## src/rtl/prog_sequencer.sv

```systemverilog
// prog_sequencer: batch controller for the BasicProcessor Start/Ack handshake.
// It launches programs 0..NumProgs back-to-back and presents each program's
// index on ProgSel. It measures each run in cycles and aborts the batch through
// a watchdog.
//
// Ports:
//   Clk         - clock, rising edge
//   Reset       - asynchronous active-low reset
//   Go          - batch request, accepted only while idle
//   NumProgs    - index of the last program to run (sampled on Go)
//   TimeoutLim  - watchdog limit in cycles, 0 disables (sampled on Go)
//   Ack         - processor done flag
//   Start       - start pulse to the processor (START_CYC cycles per launch)
//   ProgSel     - index of the program being launched or run
//   Busy        - controller is not idle
//   ResultValid - one-cycle pulse when RunCycles is updated
//   RunCycles   - length of the last finished or aborted run
//   Done        - batch completed normally (cleared on next accepted Go)
//   TimedOut    - batch aborted by watchdog (cleared on next accepted Go)
module prog_sequencer #(
    parameter int unsigned PROG_W    = 2,
    parameter int unsigned CNT_W     = 16,
    parameter int unsigned START_CYC = 2
) (
    input  logic              Clk,
    input  logic              Reset,
    input  logic              Go,
    input  logic [PROG_W-1:0] NumProgs,
    input  logic [CNT_W-1:0]  TimeoutLim,
    input  logic              Ack,
    output logic              Start,
    output logic [PROG_W-1:0] ProgSel,
    output logic              Busy,
    output logic              ResultValid,
    output logic [CNT_W-1:0]  RunCycles,
    output logic              Done,
    output logic              TimedOut
);

    typedef enum logic [2:0] {
        IDLE,
        LAUNCH,
        RUN,
        NEXT,
        FINISH,
        ABORT
    } state_e;

    localparam logic [3:0] LAUNCH_LAST = 4'(START_CYC - 1);

    state_e            state_q, state_d;
    logic [3:0]        launch_cnt_q, launch_cnt_d;
    logic [CNT_W-1:0]  cnt_q, cnt_d;
    logic [CNT_W-1:0]  lim_q, lim_d;
    logic [PROG_W-1:0] num_q, num_d;
    logic [PROG_W-1:0] sel_q, sel_d;
    logic              start_q, start_d;
    logic              busy_q, busy_d;
    logic              rv_q, rv_d;
    logic [CNT_W-1:0]  run_cycles_q, run_cycles_d;
    logic              done_q, done_d;
    logic              to_q, to_d;
    logic              wd_hit;

    // A limit of zero disables the watchdog; Ack has priority over it in RUN.
    assign wd_hit = (lim_q != '0) && (cnt_q == lim_q);

    // State register
    always_ff @(posedge Clk or negedge Reset) begin
        if (!Reset) begin
            state_q      <= IDLE;
            launch_cnt_q <= '0;
            cnt_q        <= '0;
            lim_q        <= '0;
            num_q        <= '0;
            sel_q        <= '0;
            start_q      <= 1'b0;
            busy_q       <= 1'b0;
            rv_q         <= 1'b0;
            run_cycles_q <= '0;
            done_q       <= 1'b0;
            to_q         <= 1'b0;
        end else begin
            state_q      <= state_d;
            launch_cnt_q <= launch_cnt_d;
            cnt_q        <= cnt_d;
            lim_q        <= lim_d;
            num_q        <= num_d;
            sel_q        <= sel_d;
            start_q      <= start_d;
            busy_q       <= busy_d;
            rv_q         <= rv_d;
            run_cycles_q <= run_cycles_d;
            done_q       <= done_d;
            to_q         <= to_d;
        end
    end

    // Next-state and datapath
    always_comb begin
        state_d      = state_q;
        launch_cnt_d = launch_cnt_q;
        cnt_d        = cnt_q;
        lim_d        = lim_q;
        num_d        = num_q;
        sel_d        = sel_q;
        case (state_q)
            IDLE: begin
                if (Go) begin
                    num_d        = NumProgs;
                    lim_d        = TimeoutLim;
                    sel_d        = '0;
                    launch_cnt_d = '0;
                    state_d      = LAUNCH;
                end
            end
            LAUNCH: begin
                // Ack is ignored here: the core holds its PC in reset while Start is high.
                if (launch_cnt_q == LAUNCH_LAST) begin
                    cnt_d   = CNT_W'(1);
                    state_d = RUN;
                end else begin
                    launch_cnt_d = launch_cnt_q + 1'b1;
                end
            end
            RUN: begin
                if (Ack) begin
                    state_d = NEXT;
                end else if (wd_hit) begin
                    state_d = ABORT;
                end else if (cnt_q != '1) begin
                    cnt_d = cnt_q + 1'b1;
                end
            end
            NEXT: begin
                if (sel_q == num_q) begin
                    state_d = FINISH;
                end else begin
                    sel_d        = sel_q + 1'b1;
                    launch_cnt_d = '0;
                    state_d      = LAUNCH;
                end
            end
            FINISH:  state_d = IDLE;
            ABORT:   state_d = IDLE;
            default: state_d = IDLE;
        endcase
    end

    // Registered outputs. Start and Busy follow the next state, so they line up
    // with the state they describe.
    always_comb begin
        start_d      = (state_d == LAUNCH);
        busy_d       = (state_d != IDLE);
        rv_d         = 1'b0;
        run_cycles_d = run_cycles_q;
        done_d       = done_q;
        to_d         = to_q;
        case (state_q)
            IDLE: begin
                if (Go) begin
                    done_d = 1'b0;
                    to_d   = 1'b0;
                end
            end
            RUN: begin
                if (Ack || wd_hit) begin
                    rv_d         = 1'b1;
                    run_cycles_d = cnt_q;
                end
            end
            FINISH:  done_d = 1'b1;
            ABORT:   to_d   = 1'b1;
            default: ;
        endcase
    end

    assign Start       = start_q;
    assign ProgSel     = sel_q;
    assign Busy        = busy_q;
    assign ResultValid = rv_q;
    assign RunCycles   = run_cycles_q;
    assign Done        = done_q;
    assign TimedOut    = to_q;

endmodule
```

## config.mk

```make
export PLATFORM = sky130hd
export DESIGN_NAME = prog_sequencer
export DESIGN_NICKNAME = d
export VERILOG_FILES = /design/src/rtl/prog_sequencer.sv
export SDC_FILE = /design/constraint.sdc
export NUM_CORES = 1
export LEC_CHECK = 0
export CAP_MARGIN = 10
export CORE_MARGIN = 10
export CORE_UTILIZATION = 35
export CTS_BUF_LIST = sky130_fd_sc_hd__clkbuf_8
export CTS_CLUSTER_SIZE = 25
export DETAILED_ROUTE_END_ITERATION = 6
export MAX_ROUTING_LAYER = met4
export SLEW_MARGIN = 20
export SYNTH_ARGS = -nofsm -noshare
export SYNTH_HDL_FRONTEND = slang
export SYNTH_SLANG_ARGS = --single-unit
```

## constraint.sdc

```tcl
create_clock -name Clk -period 2 [get_ports Clk]
set_input_delay 0.4 -clock Clk [delete_from_list [all_inputs] [get_ports Clk]]
set_output_delay 0.4 -clock Clk [all_outputs]
set_load 0.1 [all_outputs]
```

==> reports/results.ini, run 1 <==
[run_status]
outcome = finished, violations left
failed_checks = setup timing

[sta]
finalSetupTns_ns = -3.41
clock_skew_ns = 0.00682
holdWs_ns = 0.0612
setup_ws_ns = -0.150
finalSetupViolCount = 30
hold_violations = 0
rsz0062_at_grt = yes
slew_violations = 0
maxSlewHeadroom_pct = 54.3
fin_crit_sh_pct = 108
fin_crit_ns = 2.15
fmax_ghz = 0.465
worst_pin_slew_ns = 0.677

[clocking]
cts_max_level = 3
cts_inserted_buffers = 9
clock-sinks = 64
clkLatencyLatePin_ns = 0.34
clkSlewWorstSetupHoldPaths_ns = 0.07
clock-root-buffer = clkbuf_8
cts_hold_buf = 0
cts_tree = done
cts_max_path_buffers = 2

[place]
port_buffers = 44
place_area_sq_um = 4030
finalWeightedCongestion = 0.844
hpwl_um = 5680
dp_slack_ns = -0.223
placed_cells = 465

[global_routing]
grt_use_met2_pct = 19.0
grt_max_degree = 65
grt_use_met1_pct = 16.6
antenna_found_initial = 0
grt_pass1_wl_um = 13200
grt-ovfl-total = 0
grt_pass1_vias = 2559
grt_busiest_layer = met2
met3_usage_pct = 3.88
track_usage_pct = 12.9

[synthesis]
syn_avg_cell_area_sq_um = 11.3
synth_seq_cells = 64
yosys_warnings = 0
syn-cell-area_sq_um = 3120
syn_nets = 302
ys_seq_area_share_pct = 51.3
synthArstFlopShare_pct = 100
synth_enable_flop_cells = 0
synthDistinctLibCells = 43
syn-instance-count = 277
synthTopCellsByArea = dfrtp_1 (51%), mux2_2 (13%), xor2_1 (5.6%)
yosysMostFrequentCell = dfrtp_1
yosysTopAreaCellShare_pct = 51.3
synth_top_area_cell = dfrtp_1
synth_common_cells = dfrtp_1 (64), mux2_2 (35), xor2_1 (20)
synth_flop_cell = dfrtp_1

[route]
wirelength_um = 8190
drtPass1Iterations = 4
route.vias.total = 2548
drt-wirelength-per-cell_um = 16.6
vias_per_cell = 5.16
postRouteAntennaNets = 0
drt_iter0_drc = 166
drc = 0

[critical_path]
path_class = flip-flop to flip-flop
reg2reg_from = cnt_q[9]
worst_ep_arrival_time_ns = 2.38
r2r_end = RunCycles[5]
cp-start-kind = flip-flop
reg2regPathDepth = 7
endpoint_kind = flip-flop
cp_max_fo = 6
cp.required_ns = 2.23
r2r_slack_ns = -0.15

[floorplan]
num_rows = 34
die_y_um = 114
io-pin-count = 45
die-area_sq_um = 13100
initial_core_util_pct = 35.8
die_w_um = 114
core_area_sq_um = 8720

[power_and_ir_drop]
leakagePower_nw = 2.06
finalPower_mw = 6.91
ir_drop_uv = 539
p_per_area_nw_per_um2 = 1510

[final_layout]
fin_cells = 494
diodes = 0
layout-drive-gt1-share_pct = 47.7
finish.utilization_pct = 52.6
nNetsFinal = 406
regArea_sq_um = 1610
fin_area_sq_um = 4590
fillCellCount = 774
multi_input_area_sq_um = 1670
syn_to_final_growth_pct = 46.8

[flow_run]
drv_cap = 0

[min_path]
hold_path.class = primary input to async pin

[area by class of cell]
| class | count | share of cell area, % |
|---|---|---|
| tap | 108 | 2.95 |
| timing repair buffer | 107 | 20.4 |
| sequential | 64 | 35.0 |
| clock inverter | 6 | 1.83 |
| inverter | 6 | 0.491 |
| clock buffer | 10 | 3.00 |
| multi-input combinational | 193 | 36.4 |
[layout by cell type (no fill, tap or decap), drive strengths merged]
| cell type | Yosys | routed |
|---|---|---|
| mux2i | 2 | 2 |
| clkinv | 0 | 1 |
| nand2b | 1 | 1 |
| nor4 | 10 | 10 |
| nand4 | 6 | 6 |
| nor4b | 2 | 2 |
| nor3 | 3 | 3 |
| nor3b | 2 | 2 |
| and3 | 5 | 5 |
| or3b | 1 | 1 |
| nor2 | 15 | 15 |
| a21oi | 12 | 12 |
| o211ai | 2 | 2 |
| o31a | 1 | 1 |
| nand3 | 10 | 10 |
| or2 | 3 | 3 |
| or4 | 11 | 11 |
| xnor2 | 1 | 1 |
| nand3b | 1 | 1 |
| xor2 | 20 | 20 |
| or3 | 11 | 11 |
| mux2 | 35 | 35 |
| nand2 | 16 | 16 |
| bufinv | 0 | 2 |
| nand4b | 1 | 1 |
| buf | 5 | 86 |
| dfrtp | 64 | 64 |
| inv | 6 | 7 |
| clkbuf | 9 | 11 |
| ha | 3 | 3 |
| o31ai | 6 | 6 |
| o21a | 1 | 1 |
| o22ai | 2 | 2 |
| clkinvlp | 0 | 2 |
| o21ai | 9 | 9 |
| a22o | 1 | 1 |
| clkdlybuf4s50 | 0 | 20 |
[worst max path at each step]
stage,startpoint,end,depth (start not counted)
final,cnt_q[9],RunCycles[5],7
after detailed placement,launch_cnt_q[1],cnt_q[14],8
after global routing,launch_cnt_q[1],cnt_q[13],8
after global placement,Ack,cnt_q[13],6
after floorplan,state_q[2],cnt_q[13],8
after CTS,cnt_q[13],RunCycles[13],7
[critical path: stages (launching register included)]
cell and delay [ns]:
dfrtp_2 0.45, xor2_1 0.19, nor4_2 0.34, nand3_2 0.13
or2_4 0.28, a21oi_4 0.17, buf_6 0.17, mux2_4 0.31
[cells by family (layout without fill, tap and decap cells)]
logic type	count (synthesis)	after routing	share of synthesized area, %
adder cells (fa/ha/maj)	3	3	1.20
buffers and inverters	20	129	3.08
XOR/XNOR	21	21	5.89
AND/OR/NAND/NOR	98	98	18.3
AO/OA/AOI/OAI	34	34	7.05
multiplexers	37	37	13.3
flip-flops	64	64	51.3
[per-layer routing]
metal | vias up | wire (um)
met3 | 11 | 302
met2 | 59 | 3900
li1 | 1215 | -
met4 | 0 | 125
met1 | 1263 | 3860
met5 | - | 0
[registers in the layout, summed over array words and instances, names as in the netlist]
name          cells
launch_cnt_q      4
Start             1
state_q           3
RunCycles        16
ResultValid       1
cnt_q            16
num_q             2
lim_q            16
ProgSel           2
Done              1
Busy              1
TimedOut          1
[where the power goes]
group | leakage (nW) | switching [mW] | total [mW] | internal, mW
registers | 0.822 | 0.403 | 2.16 | 1.75
logic | 1.13 | 2.15 | 3.52 | 1.37
clock network | 0.110 | 0.505 | 1.23 | 0.729
[repair_timing]
action                                  in CTS  in global routing
pin swaps                                    9                 13
cloned                                       0                  2
setup buffers                                5                  6
gates resized for setup                     17                 34
endpoints found under the setup margin      31                 32
Note: power is estimated with default switching activity, not from simulation.
==> run 2: changes to the inputs <==
--- a/config.mk
+++ b/config.mk
@@ -7,11 +7,12 @@
 export LEC_CHECK = 0
 export CAP_MARGIN = 10
 export CORE_MARGIN = 10
-export CORE_UTILIZATION = 35
+export CORE_UTILIZATION = 32
 export CTS_BUF_LIST = sky130_fd_sc_hd__clkbuf_8
 export CTS_CLUSTER_SIZE = 25
 export DETAILED_ROUTE_END_ITERATION = 6
 export MAX_ROUTING_LAYER = met4
+export PLACE_DENSITY = 0.6
 export SLEW_MARGIN = 20
 export SYNTH_ARGS = -nofsm -noshare
 export SYNTH_HDL_FRONTEND = slang
==> reports/results.ini, run 2 (synthesis gave the netlist of run 1 again) <==
[run_status]
failed_checks = setup timing
outcome = finished, violations left

[critical_path]
path_class = flip-flop to flip-flop
endpoint_kind = flip-flop
cp_max_fo = 17  ; +11
reg2regPathDepth = 7  ; unchanged
cp.required_ns = 2.22  ; about the same
cp-start-kind = flip-flop
worst_ep_arrival_time_ns = 2.38  ; about the same

[place]
placed_cells = 490  ; +5.4%
port_buffers = 44  ; unchanged
finalWeightedCongestion = 0.852  ; +1.0%
place_area_sq_um = 4040  ; +0.16%
hpwl_um = 5770  ; +1.5%
dp_slack_ns = -0.238  ; -0.0147 ns

[sta]
clock_skew_ns = 0.00811  ; +0.00129 ns
fin_crit_sh_pct = 108  ; +0.34 points
holdWs_ns = 0.0587  ; -0.00247 ns
hold_violations = 0  ; unchanged
fin_crit_ns = 2.16  ; +0.00672 ns
setup_ws_ns = -0.157  ; -0.00671 ns
finalSetupViolCount = 28  ; -6.7%
rsz0062_at_grt = yes
fmax_ghz = 0.464  ; -0.31%
maxSlewHeadroom_pct = 73.7  ; +19 points
worst_pin_slew_ns = 0.389  ; -0.287 ns
slew_violations = 0  ; unchanged

[final_layout]
final_common_cell = buf_4
syn_to_final_growth_pct = 47.4
nNetsFinal = 406  ; unchanged
fin_cells = 519  ; +5.1%
layout-drive-gt1-share_pct = 50.8  ; +3.1 points
diodes = 0  ; unchanged
finish.utilization_pct = 47.8  ; -4.8 points
fin_area_sq_um = 4600  ; +0.41%
final_cell_mix = buf_4 (75), dfrtp_1 (61), mux2_2 (29), xor2_1 (20), clkdlybuf4s50_1 (20)

[floorplan]
core_area_sq_um = 9640  ; +11%
die-area_sq_um = 14100  ; +7.7%
num_rows = 36  ; +5.9%
io-pin-count = 45  ; unchanged
initial_core_util_pct = 32.4  ; -3.4 points
die_y_um = 119  ; +3.8%
die_w_um = 119  ; +3.8%

[route]
route.vias.total = 2523  ; -0.98%
drt_iter0_drc = 113  ; -32%
postRouteAntennaNets = 0  ; unchanged
vias_per_cell = 4.86  ; -5.8%
drc = 0  ; unchanged
drt-wirelength-per-cell_um = 15.6  ; -6.0%
wirelength_um = 8090  ; -1.2%
drtPass1Iterations = 4  ; unchanged

[clocking]
cts_hold_buf = 0  ; unchanged
cts_max_path_buffers = 2  ; unchanged
cts_inserted_buffers = 9  ; unchanged
clkSlewWorstSetupHoldPaths_ns = 0.07  ; about the same
clock-sinks = 64  ; unchanged
clkLatencyLatePin_ns = 0.34  ; about the same
clock-root-buffer = clkbuf_8
cts_max_level = 3  ; unchanged
cts_tree = done

[global_routing]
grt-ovfl-total = 0  ; unchanged
antenna_found_initial = 0  ; unchanged
grt_pass1_vias = 2584  ; +0.98%
grt_max_degree = 65  ; unchanged
grt_pass1_wl_um = 12900  ; -2.7%
track_usage_pct = 11.5  ; -1.4 points

[power_and_ir_drop]
ir_drop_uv = 639  ; +19%
p_per_area_nw_per_um2 = 1480  ; -1.6%
leakagePower_nw = 2.05  ; -0.36%

[flow_run]
drv_cap = 0  ; unchanged

[min_path]
hold_path.class = primary input to async pin

==> run 2: area by class of cell <==
cell class	count	area [sq um]
fillers	898	5030
multi-input cells	193	1690
flip-flops and latches	64	1610
repair buffers	107	910
well taps	133	166
clock buffers	12	165
clock inverters	4	43.8
inverters	6	22.5
==> run 2: metrics by stage <==
stage	power, mW	setup TNS, ns
floorplan	4.35	-1.08
global placement	5.31	-4.17
detailed placement	5.37	-5.38
CTS	6.69	-3.17
global route	7.22	-5.72
finish	6.83	-2.86
==> run 2: per-layer routing <==
layer	GRT usage, %	share of wire [%]	vias up	wire [um]
met3	2.88	5.1	18	410
met1	14.7	47	1220	3770
li1	-	-	1217	-
met2	17.0	46	68	3740
met5	-	0	-	0
met4	5.04	2.1	0	167
==> run 2: worst paths after layout <==
| path | start | slack, ns | endpoint |
|---|---|---|---|
| min in group Clk | Done | 0.51 | Done |
| hold / removal | Reset | 0.06 | Start |
| hold reg to reg | Done | 0.51 | Done |
| setup / recovery | cnt_q[9] | -0.16 | RunCycles[3] |
| max in group asynchronous | Reset | 1.63 | cnt_q[5] |
| setup reg to reg | cnt_q[9] | -0.16 | RunCycles[3] |
==> run 2: worst max-delay path, cell delays in order, from the launching register on <==
cell	delay (ns)
dfrtp_1	0.45
xor2_1	0.20
nor4_2	0.30
nand3_2	0.13
or2_4	0.28
a21oi_4	0.14
buf_12	0.18
mux2_2	0.34
==> run 2: power by group <==
part           total [mW]  internal (mW)  switching, mW
sequential           2.16           1.75          0.406
combinational        3.50           1.36           2.14
clock                1.17          0.669          0.498
total                6.83           3.78           3.04
==> run 2: what timing repair did <==
item	in CTS	in global routing
buffers inserted	4	7
pin swaps	5	17
endpoints found under the setup margin	30	33
cloned	0	2
gates resized for setup	20	41
==> run 3: changes to the inputs <==
--- a/config.mk
+++ b/config.mk
@@ -7,12 +7,13 @@
 export LEC_CHECK = 0
 export CAP_MARGIN = 10
 export CORE_MARGIN = 10
-export CORE_UTILIZATION = 32
+export CORE_UTILIZATION = 35
 export CTS_BUF_LIST = sky130_fd_sc_hd__clkbuf_8
 export CTS_CLUSTER_SIZE = 25
 export DETAILED_ROUTE_END_ITERATION = 6
+export GPL_TIMING_DRIVEN = 0
 export MAX_ROUTING_LAYER = met4
-export PLACE_DENSITY = 0.6
+export PLACE_DENSITY = 0.63
 export SLEW_MARGIN = 20
 export SYNTH_ARGS = -nofsm -noshare
 export SYNTH_HDL_FRONTEND = slang
==> reports/results.ini, run 3 (synthesis gave the netlist of run 1 again) <==
[run_status]
outcome = finished, violations left
failed_checks = setup timing

[critical_path]
max_stage_delay_ns = 0.46  ; about the same
path_buf_inv = 1  ; unchanged
endpoint_kind = flip-flop
cp-start-kind = flip-flop
cp_max_fo = 8  ; -9
slowest_stage = dfrtp_1
cp.required_ns = 2.23  ; about the same
worst_ep_arrival_time_ns = 2.48  ; +0.10 ns
crit_chain = xor2_1 > nor4_1 > nand2_1 > or2_4 > a21oi_4 > buf_8 > mux2_4
path_class = flip-flop to flip-flop
cp_top_family = simple AND/OR/NAND/NOR gates

[floorplan]
die_w_um = 114  ; -3.6%
initial_core_util_pct = 35.8  ; +3.4 points
die_y_um = 114  ; -3.6%
die-area_sq_um = 13100  ; -7.2%
core_area_sq_um = 8720  ; -9.5%
num_rows = 34  ; -5.6%
io-pin-count = 45  ; unchanged

[global_routing]
grt-ovfl-total = 0  ; unchanged
track_usage_pct = 12.1  ; +0.53 points
grt_pass1_wl_um = 12400  ; -3.6%
antenna_found_initial = 0  ; unchanged
grt_max_degree = 40  ; -38%
grt_pass1_vias = 2405  ; -6.9%

[power_and_ir_drop]
internal_power_mw = 3.49  ; -7.8%
ir_drop_uv = 556  ; -13%
combPwrFrac_pct = 49.3  ; -2.0 points
p_per_area_nw_per_um2 = 1460  ; -1.4%
pwr-share-seq_pct = 34.7  ; +3.1 points
leakagePower_nw = 1.92  ; -6.5%
clkPwrFrac_pct = 16.0  ; -1.1 points
switchingPower_mw = 2.99  ; -1.6%
finalPower_mw = 6.48  ; -5.0%
swShare_pct = 46.2  ; +1.6 points

[clocking]
clock-root-buffer = clkbuf_8
clkSlewWorstSetupHoldPaths_ns = 0.07  ; about the same
cts_inserted_buffers = 9  ; unchanged
clkLatencyLatePin_ns = 0.34  ; about the same
cts_max_path_buffers = 2  ; unchanged
cts_tree = done
cts_max_level = 3  ; unchanged
clock-sinks = 64  ; unchanged

[place]
dp_slack_ns = -0.491  ; -0.253 ns
port_buffers = 44  ; unchanged
hpwl_um = 5180  ; -10%
finalWeightedCongestion = 0.865  ; +1.5%
placed_cells = 430  ; -12%

[final_layout]
nNetsFinal = 384  ; -5.4%
syn_to_final_growth_pct = 41.9
final_cell_mix = dfrtp_1 (50), buf_4 (24), xor2_1 (20), clkdlybuf4s50_1 (20), mux2_2 (19)
fin_cells = 472  ; -9.1%
diodes = 0  ; unchanged
layout-drive-gt1-share_pct = 38.7  ; -12 points
fillCellCount = 740  ; -18%
final_common_cell = dfrtp_1
regArea_sq_um = 1620  ; +0.86%
multi_input_area_sq_um = 1660  ; -1.6%

[sta]
finalSetupTns_ns = -5.40  ; -2.54 ns
fmax_ghz = 0.443  ; -4.4%
slew_violations = 0  ; unchanged
fin_crit_sh_pct = 113  ; +5.0 points
setup_ws_ns = -0.257  ; -0.0998 ns
rsz0062_at_grt = yes
hold_violations = 0  ; unchanged
clock_skew_ns = 0.00549  ; -0.00261 ns
fin_crit_ns = 2.26  ; +0.0998 ns
maxSlewHeadroom_pct = 35.6  ; -38 points
worst_pin_slew_ns = 0.969  ; +0.580 ns
finalSetupViolCount = 33  ; +18%

[min_path]
hold_path.class = flip-flop to flip-flop

[route]
postRouteAntennaNets = 0  ; unchanged
drtPass1Iterations = 4  ; unchanged
drc = 0  ; unchanged
route.vias.total = 2450  ; -2.9%
drt_iter0_drc = 197  ; +74%
wirelength_um = 7710  ; -4.7%
vias_per_cell = 5.19  ; +6.8%
drt-wirelength-per-cell_um = 16.3  ; +4.7%

[flow_run]
drv_cap = 0  ; unchanged

run 3: cell types whose count changed in the layout (fill, tap and decap cells not counted), moves of 9 or more:
cell             previous run  this run
mux2_4                      6        16
dfrtp_2                     3        14
clkdlybuf4s15_1             0        11
buf_4                      75        24
dfrtp_1                    61        50
dlygate4sd2_1               0         9
mux2_2                     29        19
run 3: cell type report:
class                           count  share of cell area [%]
Buffer                             12                    2.85
Clock buffer                       12                    3.72
Clock inverter                      4                   0.423
Inverter                            6                   0.508
Multi-Input combinational cell    193                    37.5
Sequential cell                    64                    36.5
Tap cell                          108                    3.05
Timing Repair Buffer               73                    15.4
run 3: routing by layer:
layer,track usage [%],part of all wire [%],wire length [um]
met5,-,0,0
met4,6.60,3.1,238
met3,3.09,4.8,369
met2,16.8,46,3520
met1,15.5,46,3580
run 3: metrics by stage:
stage | hold WS, ns | util, % | cell area [sq um]
final | 0.500 | 50.8 | 4430
after CTS | 0.501 | 48.4 | 4220
after global routing | 0.508 | 50.8 | 4430
after global placement | 0.487 | 42.9 | 3740
after detailed placement | 0.330 | 43.1 | 3760
after floorplan | 0.104 | - | 3170
run 3: power by group through the flow:
stage	registers [mW]	clock network [mW]	logic (mW)
after floorplan	3.21	0	1.14
after detailed placement	2.22	0	2.88
after CTS	2.22	1.06	3.03
final	2.25	1.04	3.20
after global placement	2.21	0	2.83
after global routing	2.32	1.12	3.40
run 3: timing repair:
action                                  4_1_cts  5_1_grt
hold buffers                                  1        0
resized for setup                            76       41
setup buffers                                13       13
endpoints found under the setup margin       76       61
cloned                                        0        1
pin swaps                                     7       16
hold endpoints to repair                     25        0
run 3: worst paths after layout:
path / start / end / slack (ns) / cells after the start
worst max-delay path: cnt_q[15] / RunCycles[7] / -0.26 / 7
worst min-delay path: Done / Done / 0.50 / 1
worst max register to register: cnt_q[15] / RunCycles[7] / -0.26 / 7
worst min register to register: Done / Done / 0.50 / 1
max in group asynchronous: Reset / cnt_q[3] / 0.96 / 3
min in group asynchronous: Reset / RunCycles[15] / 0.51 / 2
